--- src/rtl/sync_fifo_pkg.sv ---
// Shared types and helpers for the sync_fifo_v2 family.
package sync_fifo_pkg;

    typedef enum logic [1:0] {
        PUSH_ONLY = 2'b00,
        POP_ONLY  = 2'b01,
        BOTH      = 2'b10,
        IDLE      = 2'b11
    } fifo_op_e;

    function automatic int unsigned level_width(input int unsigned cap);
        return $clog2(cap + 1);
    endfunction

endpackage

--- src/rtl/sync_fifo_v2_ram.sv ---
// DEPTH x WIDTH storage: one synchronous write port, one asynchronous read port, no reset.
module sync_fifo_v2_ram #(
    parameter int unsigned WIDTH  = 8,
    parameter int unsigned DEPTH  = 32,
    parameter int unsigned ADDR_W = 5
) (
    input  logic              i_clk,
    input  logic              i_we,
    input  logic [ADDR_W-1:0] i_waddr,
    input  logic [WIDTH-1:0]  i_wdata,
    input  logic [ADDR_W-1:0] i_raddr,
    output logic [WIDTH-1:0]  o_rdata
);

    logic [WIDTH-1:0] mem [DEPTH];

    always_ff @(posedge i_clk) begin
        if (i_we) begin
            mem[i_waddr] <= i_wdata;
        end
    end

    assign o_rdata = mem[i_raddr];

endmodule

--- src/rtl/sync_fifo_v2.sv ---
// Single-clock valid/ready FIFO with fill level, threshold flags, flush, sticky
// error flags and an optional registered output stage.
module sync_fifo_v2
    import sync_fifo_pkg::*;
#(
    parameter int unsigned WIDTH         = 8,
    parameter int unsigned DEPTH         = 32,
    parameter int unsigned OUT_REG       = 0,
    parameter int unsigned CAP           = DEPTH + OUT_REG,
    parameter int unsigned AFULL_THRESH  = CAP - 2,
    parameter int unsigned AEMPTY_THRESH = 2,
    parameter int unsigned LEVEL_WIDTH   = level_width(CAP)
) (
    input  logic                   i_clk,
    input  logic                   i_rst_n,
    input  logic                   i_flush,
    input  logic                   i_push_valid,
    input  logic [WIDTH-1:0]       i_push_data,
    output logic                   o_push_ready,
    output logic                   o_pop_valid,
    output logic [WIDTH-1:0]       o_pop_data,
    input  logic                   i_pop_ready,
    output logic                   o_full,
    output logic                   o_empty,
    output logic                   o_almost_full,
    output logic                   o_almost_empty,
    output logic [LEVEL_WIDTH-1:0] o_level,
    output logic                   o_overflow,
    output logic                   o_underflow
);

    localparam int unsigned PTR_W = (DEPTH > 1) ? $clog2(DEPTH) : 1;
    localparam logic [LEVEL_WIDTH-1:0] CAP_L    = LEVEL_WIDTH'(CAP);
    localparam logic [LEVEL_WIDTH-1:0] AFULL_L  = LEVEL_WIDTH'(AFULL_THRESH);
    localparam logic [LEVEL_WIDTH-1:0] AEMPTY_L = LEVEL_WIDTH'(AEMPTY_THRESH);
    localparam logic [PTR_W-1:0]       LAST_PTR = PTR_W'(DEPTH - 1);

    logic [LEVEL_WIDTH-1:0] level_q, level_d;
    logic [PTR_W-1:0]       wr_ptr_q, rd_ptr_q;
    logic                   overflow_q, underflow_q;
    logic                   push_fire, pop_fire;
    logic                   ram_we, ram_re;
    logic [WIDTH-1:0]       ram_rdata;
    fifo_op_e               op;

    function automatic logic [PTR_W-1:0] ptr_inc(input logic [PTR_W-1:0] p);
        return (p == LAST_PTR) ? '0 : p + PTR_W'(1);
    endfunction

    assign o_push_ready   = (level_q != CAP_L);
    assign o_pop_valid    = (level_q != '0);
    assign o_full         = (level_q == CAP_L);
    assign o_empty        = (level_q == '0);
    assign o_almost_full  = (level_q >= AFULL_L);
    assign o_almost_empty = (level_q <= AEMPTY_L);
    assign o_level        = level_q;
    assign o_overflow     = overflow_q;
    assign o_underflow    = underflow_q;

    assign push_fire = i_push_valid && o_push_ready && !i_flush;
    assign pop_fire  = i_pop_ready && o_pop_valid && !i_flush;

    always_comb begin
        op = IDLE;
        if (push_fire && pop_fire) begin
            op = BOTH;
        end else if (push_fire) begin
            op = PUSH_ONLY;
        end else if (pop_fire) begin
            op = POP_ONLY;
        end
    end

    always_comb begin
        level_d = level_q;
        unique case (op)
            PUSH_ONLY: level_d = level_q + LEVEL_WIDTH'(1);
            POP_ONLY:  level_d = level_q - LEVEL_WIDTH'(1);
            default:   level_d = level_q;
        endcase
    end

    always_ff @(posedge i_clk or negedge i_rst_n) begin
        if (!i_rst_n) begin
            level_q     <= '0;
            wr_ptr_q    <= '0;
            rd_ptr_q    <= '0;
            overflow_q  <= 1'b0;
            underflow_q <= 1'b0;
        end else if (i_flush) begin
            level_q     <= '0;
            wr_ptr_q    <= '0;
            rd_ptr_q    <= '0;
            overflow_q  <= 1'b0;
            underflow_q <= 1'b0;
        end else begin
            level_q <= level_d;
            if (ram_we) begin
                wr_ptr_q <= ptr_inc(wr_ptr_q);
            end
            if (ram_re) begin
                rd_ptr_q <= ptr_inc(rd_ptr_q);
            end
            if (i_push_valid && !o_push_ready) begin
                overflow_q <= 1'b1;
            end
            if (i_pop_ready && !o_pop_valid) begin
                underflow_q <= 1'b1;
            end
        end
    end

    sync_fifo_v2_ram #(
        .WIDTH  (WIDTH),
        .DEPTH  (DEPTH),
        .ADDR_W (PTR_W)
    ) u_ram (
        .i_clk   (i_clk),
        .i_we    (ram_we),
        .i_waddr (wr_ptr_q),
        .i_wdata (i_push_data),
        .i_raddr (rd_ptr_q),
        .o_rdata (ram_rdata)
    );

    if (OUT_REG == 0) begin : g_comb_out
        assign ram_we     = push_fire;
        assign ram_re     = pop_fire;
        assign o_pop_data = ram_rdata;
    end else begin : g_reg_out
        logic             stage_valid_q;
        logic [WIDTH-1:0] stage_data_q;
        logic             ram_has_data;
        logic             stage_load;

        // Level counts the stage word too, so RAM holds data iff level exceeds the stage bit.
        assign ram_has_data = (level_q != {{(LEVEL_WIDTH-1){1'b0}}, stage_valid_q});
        assign stage_load   = !stage_valid_q || pop_fire;
        assign ram_re       = stage_load && ram_has_data && !i_flush;
        // A bypassed push goes straight into the stage and skips the RAM.
        assign ram_we       = push_fire && !(stage_load && !ram_has_data);

        always_ff @(posedge i_clk or negedge i_rst_n) begin
            if (!i_rst_n) begin
                stage_valid_q <= 1'b0;
                stage_data_q  <= '0;
            end else if (i_flush) begin
                stage_valid_q <= 1'b0;
            end else if (stage_load) begin
                if (ram_has_data) begin
                    stage_valid_q <= 1'b1;
                    stage_data_q  <= ram_rdata;
                end else if (push_fire) begin
                    stage_valid_q <= 1'b1;
                    stage_data_q  <= i_push_data;
                end else begin
                    stage_valid_q <= 1'b0;
                end
            end
        end

        assign o_pop_data = stage_data_q;
    end

endmodule

--- config.mk ---
export PLATFORM = sky130hd
export DESIGN_NAME = sync_fifo_v2
export DESIGN_NICKNAME = d
export VERILOG_FILES = /design/src/rtl/sync_fifo_pkg.sv /design/src/rtl/sync_fifo_v2_ram.sv /design/src/rtl/sync_fifo_v2.sv
export SDC_FILE = /design/constraint.sdc
export NUM_CORES = 1
export LEC_CHECK = 0
export ABC_AREA = 1
export BUFFER_PORTS_ARGS = -buffer_cell sky130_fd_sc_hd__buf_4
export CORE_MARGIN = 2
export CORE_UTILIZATION = 60
export CTS_BUF_LIST = sky130_fd_sc_hd__clkbuf_8
export DETAILED_ROUTE_END_ITERATION = 16
export PLACE_DENSITY = 0.77
export SYNTH_ARGS = -nofsm -noshare
export SYNTH_HDL_FRONTEND = slang
export SYNTH_SLANG_ARGS = --single-unit
--- constraint.sdc ---
create_clock -name i_clk -period 5.2 [get_ports i_clk]
set_input_delay 1.04 -clock i_clk [delete_from_list [all_inputs] [get_ports i_clk]]
set_output_delay 1.04 -clock i_clk [all_outputs]
set_load 0.01 [all_outputs]
==> metrics.log, run 1 <==
[metrics] run status: completed
[metrics] remaining number of nets flagged by the antenna check after routing: 0
[metrics] Die Footprint: 0.0198 mm2
[metrics] final design utilization: 67.0%
[metrics] TritonCTS clock tree: done
[metrics] Mapped Area: 0.0112 mm2
[metrics] sink count of the clock tree: 274
[metrics] Area growth syn-to-layout: 10.5%
[metrics] pin count of the biggest net entering global routing: slightly below 80
[metrics] gp weighted congestion: ~0.87
[metrics] share of synthesized area spent on multiplexers: 0%
[metrics] fraction of final layout cells sized beyond drive strength 1: ~13%
[metrics] Clock Pin Slew Worst Setup and Hold Paths: 0.07 ns
[metrics] Final Hold Vio Count: 0
[metrics] total power density per cell area: between 400 and 500 mW/mm2
[metrics] final standard cell area without fillers: approximately 0.012 mm2
[metrics] initial antenna violation count: 0
[metrics] filler instances: approximately 1,300
[metrics] root buffer cell: clkbuf_8
[metrics] worst-skew pair later-pin latency: ~0.55 ns
[metrics] Setup violations, final: 0
[metrics] Tot GR Track Use: 27.3%
[metrics] port bufs: 34
[metrics] worst clock skew: ~0.027 ns
[metrics] Final Max Tran Viols: 0
[metrics] most used cells in the layout excluding fill and tap cells: 256 x edfxtp_1, 182 x nor2_1, 142 x o21ai_0
[metrics] # resized after CTS: 0
[metrics] xor-xnor portion of the synthesized cell area: less than 1%
[metrics] detail-routed net length per standard cell: 22.6 um
[metrics] class of the worst hold path: input pin to asynchronous set/reset pin
[metrics] post-synth cell types: 28
[metrics] share of the synthesized area in the top cell type: about 70%
[metrics] final layout net count: between 900 and 1,000
[metrics] Final Non-Filler Cells: around 1,200
[metrics] fraction of the cycle the final worst path needs: between 80% and 90%
[metrics] post-detail-place hpwl: about 16,000 um
[metrics] DRC violation total after the first TritonRoute iteration: approximately 980
[metrics] static leakage: around 0.0042 uW
[metrics] number of warnings issued by yosys: 0
[metrics] maximum capacitance violations: 0
[metrics] syn_area_per_cell: approximately 13 um2
[metrics] net count after synthesis: 908
[metrics] Worst Setup Slack, final: about 1 ns
[metrics] Slew HR: 33.4%
[metrics] Die W: 141 um
[metrics] largest cells by area after synthesis: edfxtp_1 68%, o21ai_0 6.3%, nor2_1 6.1%
[metrics] first-pass iteration count of the detailed router: 6
[metrics] DRC viols: 0
[metrics] area fraction in and, or, nand and nor cells after synthesis: roughly a tenth
[metrics] via density per instance: approximately 6.4
[metrics] critical path endpoint category: output port
[metrics] Least-Margin Pin Slew: ~1 ns
[metrics] number of instances in the synthesized netlist: 885
[metrics] number of setup buffers added after CTS: 0
[metrics] number of standard-cell rows in the floorplan: 50
[metrics] initial core utilization: slightly above 60%
[metrics] I/O pin total: 35
[metrics] number of vias after detailed routing: between 7,000 and 8,000
[metrics] number of H-tree branching levels: 2
[metrics] count of state elements after synthesis: 274
[metrics] critical path required time: 4.16 ns
[metrics] routed wire length: 26,800 um
[metrics] CP Max Fanout: 60
[metrics] worst setup path category: flop to output port
[metrics] synthesized-area fraction occupied by ao, oa, aoi and oai cells: 13.2%
[metrics] via count of the first global-routing pass: roughly 7,400
[metrics] arithmetic-cell share of the synthesized area counting full adders, half adders and majority gates: 1.11%
[metrics] number of diodes: 0
[metrics] most common cell after layout, fill and taps aside: edfxtp_1
[metrics] post-placement cell area: around 0.012 mm2
[metrics] Critical Path AT: roughly 3.2 ns
[metrics] deepest clock path buffer count: 3
[metrics] height of the chip: 141 um
[metrics] Core Footprint: around 0.019 mm2
[metrics] combinational family with the most area after synthesis: compound AO/OA/AOI/OAI gates
[metrics] # hold bufs at CTS: 0
[metrics] CTS buffer count: between 40 and 50
[metrics] global-route wire length before repair: about 41,000 um
[metrics] total placed cells including tap cells: 1,108
[metrics] unrepaired setup endpoints after global routing: no
[metrics] worst slack after detailed placement: roughly 1.6 ns
[metrics] accumulated negative setup slack: 0 ns
[metrics] worst IR drop on VDD: around 0.46 mV
[metrics] critical path startpoint category: flop
[metrics] post-layout min period: roughly 4.2 ns
[metrics] highest clock rate: roughly 240 MHz
[metrics] post-synthesis cell type with the largest combined area: edfxtp_1
[metrics] Congestion Overflow GR: 0
[metrics] sequential element share of the synthesized area: between 70% and 80%
[path summary, 6_finish.rpt]
kind                             startpoint          endpoint  slack [ns]  depth (start not counted)
max in group asynchronous           i_rst_n       rd_ptr_q[0]        4.60                          1
worst max register to register   o_level[2]  u_ram.mem[20][2]        2.52                          6
worst max-delay path            rd_ptr_q[0]     o_pop_data[6]        0.98                          9
worst min-delay path                i_rst_n        o_level[0]        0.36                          1
min in group i_clk              o_underflow       o_underflow        0.51                          2
worst min register to register  o_underflow       o_underflow        0.51                          2
[flip-flops by register name (all words and copies together) (netlist names)]
signal	flops
o_level	6
wr_ptr_q	5
u_ram.mem	256
o_underflow	1
rd_ptr_q	5
o_overflow	1
[Yosys cell counts (all sizes together)]
master / n
edfxtp: 256
a31oi: 12
a22oi: 4
o221ai: 50
o21ai: 155
nand3: 36
nand2: 41
inv: 28
dfrtp: 18
clkbuf: 43
buf: 12
nand4: 1
a21oi: 8
xor2: 3
o22ai: 18
ha: 10
nor2: 188
xnor2: 2
[metal layers]
| layer | routed length (um) | share of wire [%] | global-route usage (%) |
|---|---|---|---|
| met1 | 10400 | 39 | 37.4 |
| met2 | 12800 | 48 | 44.3 |
| met3 | 2570 | 9.6 | 4.62 |
| met4 | 973 | 3.6 | 11.5 |
| met5 | 0 | 0 | 0 |
[metrics by stage]
| step | power [uW] | hold slack [ns] |
|---|---|---|
| floorplan | 3450 | 0.526 |
| global placement | 3900 | 0.486 |
| finish | 5510 | 0.356 |
| global route | 5760 | 0.370 |
| detailed placement | 3940 | 0.496 |
| CTS | 5510 | 0.349 |
[area by class of cell]
type,instances,area [um2],share of cell area (%)
flip-flops and latches,274,8140,65.6
multi-input cells,528,2770,22.3
clock buffers,46,633,5.10
repair buffers,44,343,2.76
well taps,234,293,2.36
clock inverters,30,123,0.988
inverters,28,106,0.857
[cell families (layout without fill, tap and decap cells)]
family | Yosys count | after routing
flops | 274 | 274
simple gates | 266 | 266
compound gates | 247 | 247
buf+inv | 83 | 148
fa+ha+maj | 10 | 10
xor+xnor | 5 | 5
[worst max-delay path, cell delays in order, from the launching register on]
cell	delay, ns
dfrtp_4	0.49
clkinv_2	0.55
buf_12	0.30
o21ai_0	0.11
o22ai_1	0.19
o21ai_0	0.15
o21ai_1	0.36
nor2_1	0.08
a31oi_1	0.20
buf_4	0.16
[where the power goes]
part / switching [uW] / internal [uW]
combinational: 906 / 464
clock: 789 / 813
sequential: 81.3 / 2460
Power figures use the tool's default switching activity.
==> run 2, diff against run 1 <==
ABC_AREA = 0   (was 1)
CORE_UTILIZATION = 58   (was 60)
PLACE_DENSITY = 0.78   (was 0.77)
clock period = 3.74 ns   (was 5.2 ns; I/O delays follow)
==> run 2 against run 1 <==
Net effect: core utilization down 0.24 points; combinational power up 28%; clock skew down 0.0024 ns; critical path depth down 3; sequential power up 39%; final cell count down 25%; flip-flop and latch count unchanged; critical path type unchanged; critical endpoint unchanged; largest power group unchanged; highest routed layer unchanged.
==> metrics.log, run 2 <==
[metrics] number of diodes: 0 (unchanged)
[metrics] gp weighted congestion: 0.879 (was 0.865)
[metrics] DRC viols: 0 (unchanged)
[metrics] worst setup path category: flop to output port (unchanged)
[metrics] Critical Path AT: 2.90 ns (was 3.18 ns)
[metrics] combinational share of power: 23.8% (was 24.8%)
[metrics] Die W: 143 um (was 141 um)
[metrics] fraction of final layout cells sized beyond drive strength 1: 33.0% (was 12.5%)
[metrics] syn_area_per_cell: 20.2 um2 (was 12.7 um2)
[metrics] cell with the most instances after synthesis: edfxtp_1 (unchanged)
[metrics] TritonCTS clock tree: done (unchanged)
[metrics] ordered cell list for the critical path: buf_4 -> buf_4 -> mux4_2 -> mux4_2 -> mux2_2 -> buf_4 (was clkinv_2 -> buf_12 -> o21ai_0 -> o22ai_1 -> o21ai_0 -> o21ai_1 -> nor2_1 -> a31oi_1 -> buf_4)
[metrics] most frequent cells after synthesis: 256 x edfxtp_1, 80 x mux4_2, 43 x nor2_1 (was 256 x edfxtp_1, 182 x nor2_1, 142 x o21ai_0)
[metrics] switching pwr: 1990 uW (was 1780 uW)
[metrics] worst-skew pair later-pin latency: 0.54 ns (was 0.55 ns)
[metrics] root buffer cell: clkbuf_8 (unchanged)
[metrics] initial antenna violation count: 0 (unchanged)
[metrics] Final Max Tran Viols: 0 (unchanged)
[metrics] critical path endpoint category: output port (unchanged)
[metrics] first-pass iteration count of the detailed router: 5 (was 6)
[metrics] Tot GR Track Use: 24.2% (was 27.3%)
[metrics] number of flip-flops in the largest register: 256 (unchanged)
[metrics] Internal: 5370 uW (was 3740 uW)
[metrics] final layout net count: 655 (was 942)
[metrics] most used cell along the critical path: buf_4 (was o21ai_0)
[metrics] Die Footprint: 0.0203 mm2 (was 0.0198 mm2)
[metrics] CP Max Fanout: 7 (was 60)
[metrics] largest reg by FF count: u_ram.mem (unchanged)
[metrics] CP peak stage delay: 0.55 ns (about the same)
[metrics] fraction of power consumed by sequential logic: 47.9% (was 46.1%)
[metrics] Area growth syn-to-layout: 12.5% (was 10.5%)
[metrics] I/O pin total: 35 (unchanged)
[metrics] Switching Fraction: 27.0% (was 32.2%)
[metrics] number of standard-cell rows in the floorplan: 50 (unchanged)
[metrics] sink count of the clock tree: 274 (unchanged)
[metrics] pin count of the biggest net entering global routing: 39 (was 79)
[metrics] initial core utilization: 59.4% (was 60.7%)
[metrics] critical path startpoint category: flop (unchanged)
[metrics] via count of the first global-routing pass: 5,836 (was 7,387)
[metrics] height of the chip: 143 um (was 141 um)
[metrics] deepest clock path buffer count: 3 (unchanged)
[metrics] critical path required time: 2.99 ns (was 4.16 ns)
[metrics] net count after synthesis: 575 (was 908)
[metrics] fraction of the cycle the final worst path needs: 97.5%
[metrics] post-synthesis cell type with the largest combined area: edfxtp_1 (unchanged)
[metrics] largest cells by area after synthesis: edfxtp_1 69%, mux4_2 16%, dfrtp_1 4.0% (was edfxtp_1 68%, o21ai_0 6.3%, nor2_1 6.1%)
[metrics] async set-reset flop share out of synthesis: 6.57% (unchanged)
[metrics] Least-Margin Pin Slew: 1.02 ns (was 0.998 ns)
[metrics] maximum capacitance violations: 0 (unchanged)
[metrics] slowest stage cell on the critical path: mux4_2 (was clkinv_2)
[metrics] unrepaired setup endpoints after global routing: no (unchanged)
[metrics] remaining number of nets flagged by the antenna check after routing: 0 (unchanged)
[metrics] detail-routed net length per standard cell: 26.4 um (was 22.6 um)
[metrics] number of vias after detailed routing: 5,800 (was 7,558)
[metrics] number of instances in the synthesized netlist: 552 (was 885)
[metrics] accumulated negative setup slack: 0 ns (unchanged)
[metrics] total placed cells including tap cells: 817 (was 1,108)
[metrics] CTS buffer count: 41 (was 43)
[metrics] port bufs: 34 (unchanged)
[metrics] static leakage: 0.00409 uW (was 0.00424 uW)
[metrics] routed wire length: 23,400 um (was 26,800 um)
[metrics] total power density per cell area: 587 mW/mm2 (was 444 mW/mm2)
[metrics] Slew HR: 32.2% (was 33.4%)
[metrics] Final Hold Vio Count: 0 (unchanged)
[metrics] run status: completed (unchanged)
[metrics] most used cells in the layout excluding fill and tap cells: 256 x edfxtp_1, 80 x mux4_2, 63 x buf_4 (was 256 x edfxtp_1, 182 x nor2_1, 142 x o21ai_0)
[metrics] worst clock skew: 0.0247 ns (was 0.0271 ns)
[metrics] Mapped Area: 0.0111 mm2 (was 0.0112 mm2)
[metrics] Setup violations, final: 0 (unchanged)
[metrics] Clock Pin Slew Worst Setup and Hold Paths: 0.07 ns (about the same)
[metrics] Core Footprint: 0.0188 mm2 (was 0.0185 mm2)
[metrics] Post-synth top flop: edfxtp_1 (unchanged)
[metrics] count of state elements after synthesis: 274 (unchanged)
[metrics] number of H-tree branching levels: 2 (unchanged)
[metrics] share of the synthesized area in the top cell type: 69.0% (was 68.4%)
[metrics] Final Non-Filler Cells: 885 (was 1,184)
[metrics] via density per instance: 6.55 (was 6.38)
[metrics] post-detail-place hpwl: 14,200 um (was 15,800 um)
[metrics] clock share of power: 28.3% (was 29.1%)
[metrics] global-route wire length before repair: 35,300 um (was 40,900 um)
[metrics] post-layout min period: ~3.6 ns
[metrics] number of warnings issued by yosys: 0 (unchanged)
[metrics] Congestion Overflow GR: 0 (unchanged)
[metrics] class of the worst hold path: input pin to asynchronous set/reset pin (unchanged)
[metrics] highest clock rate: roughly 270 MHz
[metrics] worst IR drop on VDD: 0.555 mV (was 0.459 mV)
[metrics] most common cell after layout, fill and taps aside: edfxtp_1 (unchanged)
[metrics] DRC violation total after the first TritonRoute iteration: 574 (was 981)
[metrics] number of enable-type register cells in the synthesized netlist: 256 (unchanged)
[metrics] post-synth cell types: 42 (was 28)
[metrics] sequential element share of the synthesized area: 73.0% (was 72.4%)
[run 2: critical path: cells and delay by family, from the launching register on]
kind,cells,cell delay (ns)
multiplexers,3,1.40
flip-flops,1,0.51
buffers and inverters,3,0.44
[run 2: kinds of logic (layout without fill, tap and decap cells)]
kind of cell | Yosys count | count (layout) | synth area share (%)
simple gates | 89 | 89 | 3.81
xor+xnor | 4 | 4 | 0.314
flops | 274 | 274 | 73.0
mux | 89 | 89 | 17.1
compound gates | 46 | 46 | 2.89
fa+ha+maj | 10 | 10 | 1.12
buf+inv | 40 | 139 | 1.74
[run 2: cell type report]
class,count,area (um2)
clock inverters,19,81.3
clock buffers,43,592
inverters,9,33.8
fillers,1175,6230
repair buffers,68,581
flip-flops and latches,274,8150
well taps,234,293
multi-input cells,238,2810
[run 2: per-stage QoR]
stage / util [%] / area [um2] / total power (uW) / worst slack, ns / hold WS (ns)
floorplan: - / 11100 / 4740 / 0.688 / 0.452
global placement: 62.8 / 11800 / 5230 / 0.434 / 0.491
detailed placement: 62.8 / 11800 / 5280 / 0.373 / 0.501
CTS: 66.6 / 12500 / 7360 / 0.0266 / 0.0665
global route: 66.8 / 12500 / 7650 / 0.0139 / 0.0705
finish: 66.8 / 12500 / 7360 / 0.0928 / 0.0703
[run 2: worst paths after layout]
| path | from | endpoint | slack (ns) | depth (start not counted) |
|---|---|---|---|---|
| worst max register to register | o_level[3] | o_level[5] | 0.46 | 10 |
| worst min register to register | o_overflow | o_overflow | 0.51 | 2 |
| min in group i_clk | i_push_valid | o_overflow | 0.49 | 3 |
| worst max-delay path | rd_ptr_q[0] | o_pop_data[6] | 0.09 | 6 |
| worst min-delay path | i_rst_n | o_level[2] | 0.07 | 1 |
| max in group asynchronous | i_rst_n | rd_ptr_q[1] | 3.44 | 1 |
[run 2: timing repair]
item                                    in CTS  in global routing
buffers inserted                             3                  3
resized for setup                            1                  0
hold buffers                                 0                  0
endpoints found under the setup margin       8                  1
[run 2: power by group through the flow]
stage	registers, uW	clock network [uW]	logic [uW]
2_1_floorplan	3540	0	1200
3_3_place_gp	3610	0	1620
3_5_place_dp	3610	0	1670
4_1_cts	3540	2110	1710
5_1_grt	3530	2240	1880
6_report	3520	2080	1750
[run 2: metal layers]
metal  wire (um)  share of wire, %  track usage [%]
met5           0                 0                0
met2       11600                50             39.2
met3        1820               7.8             4.27
met1        9490                41             34.7
met4         457               2.0             6.62
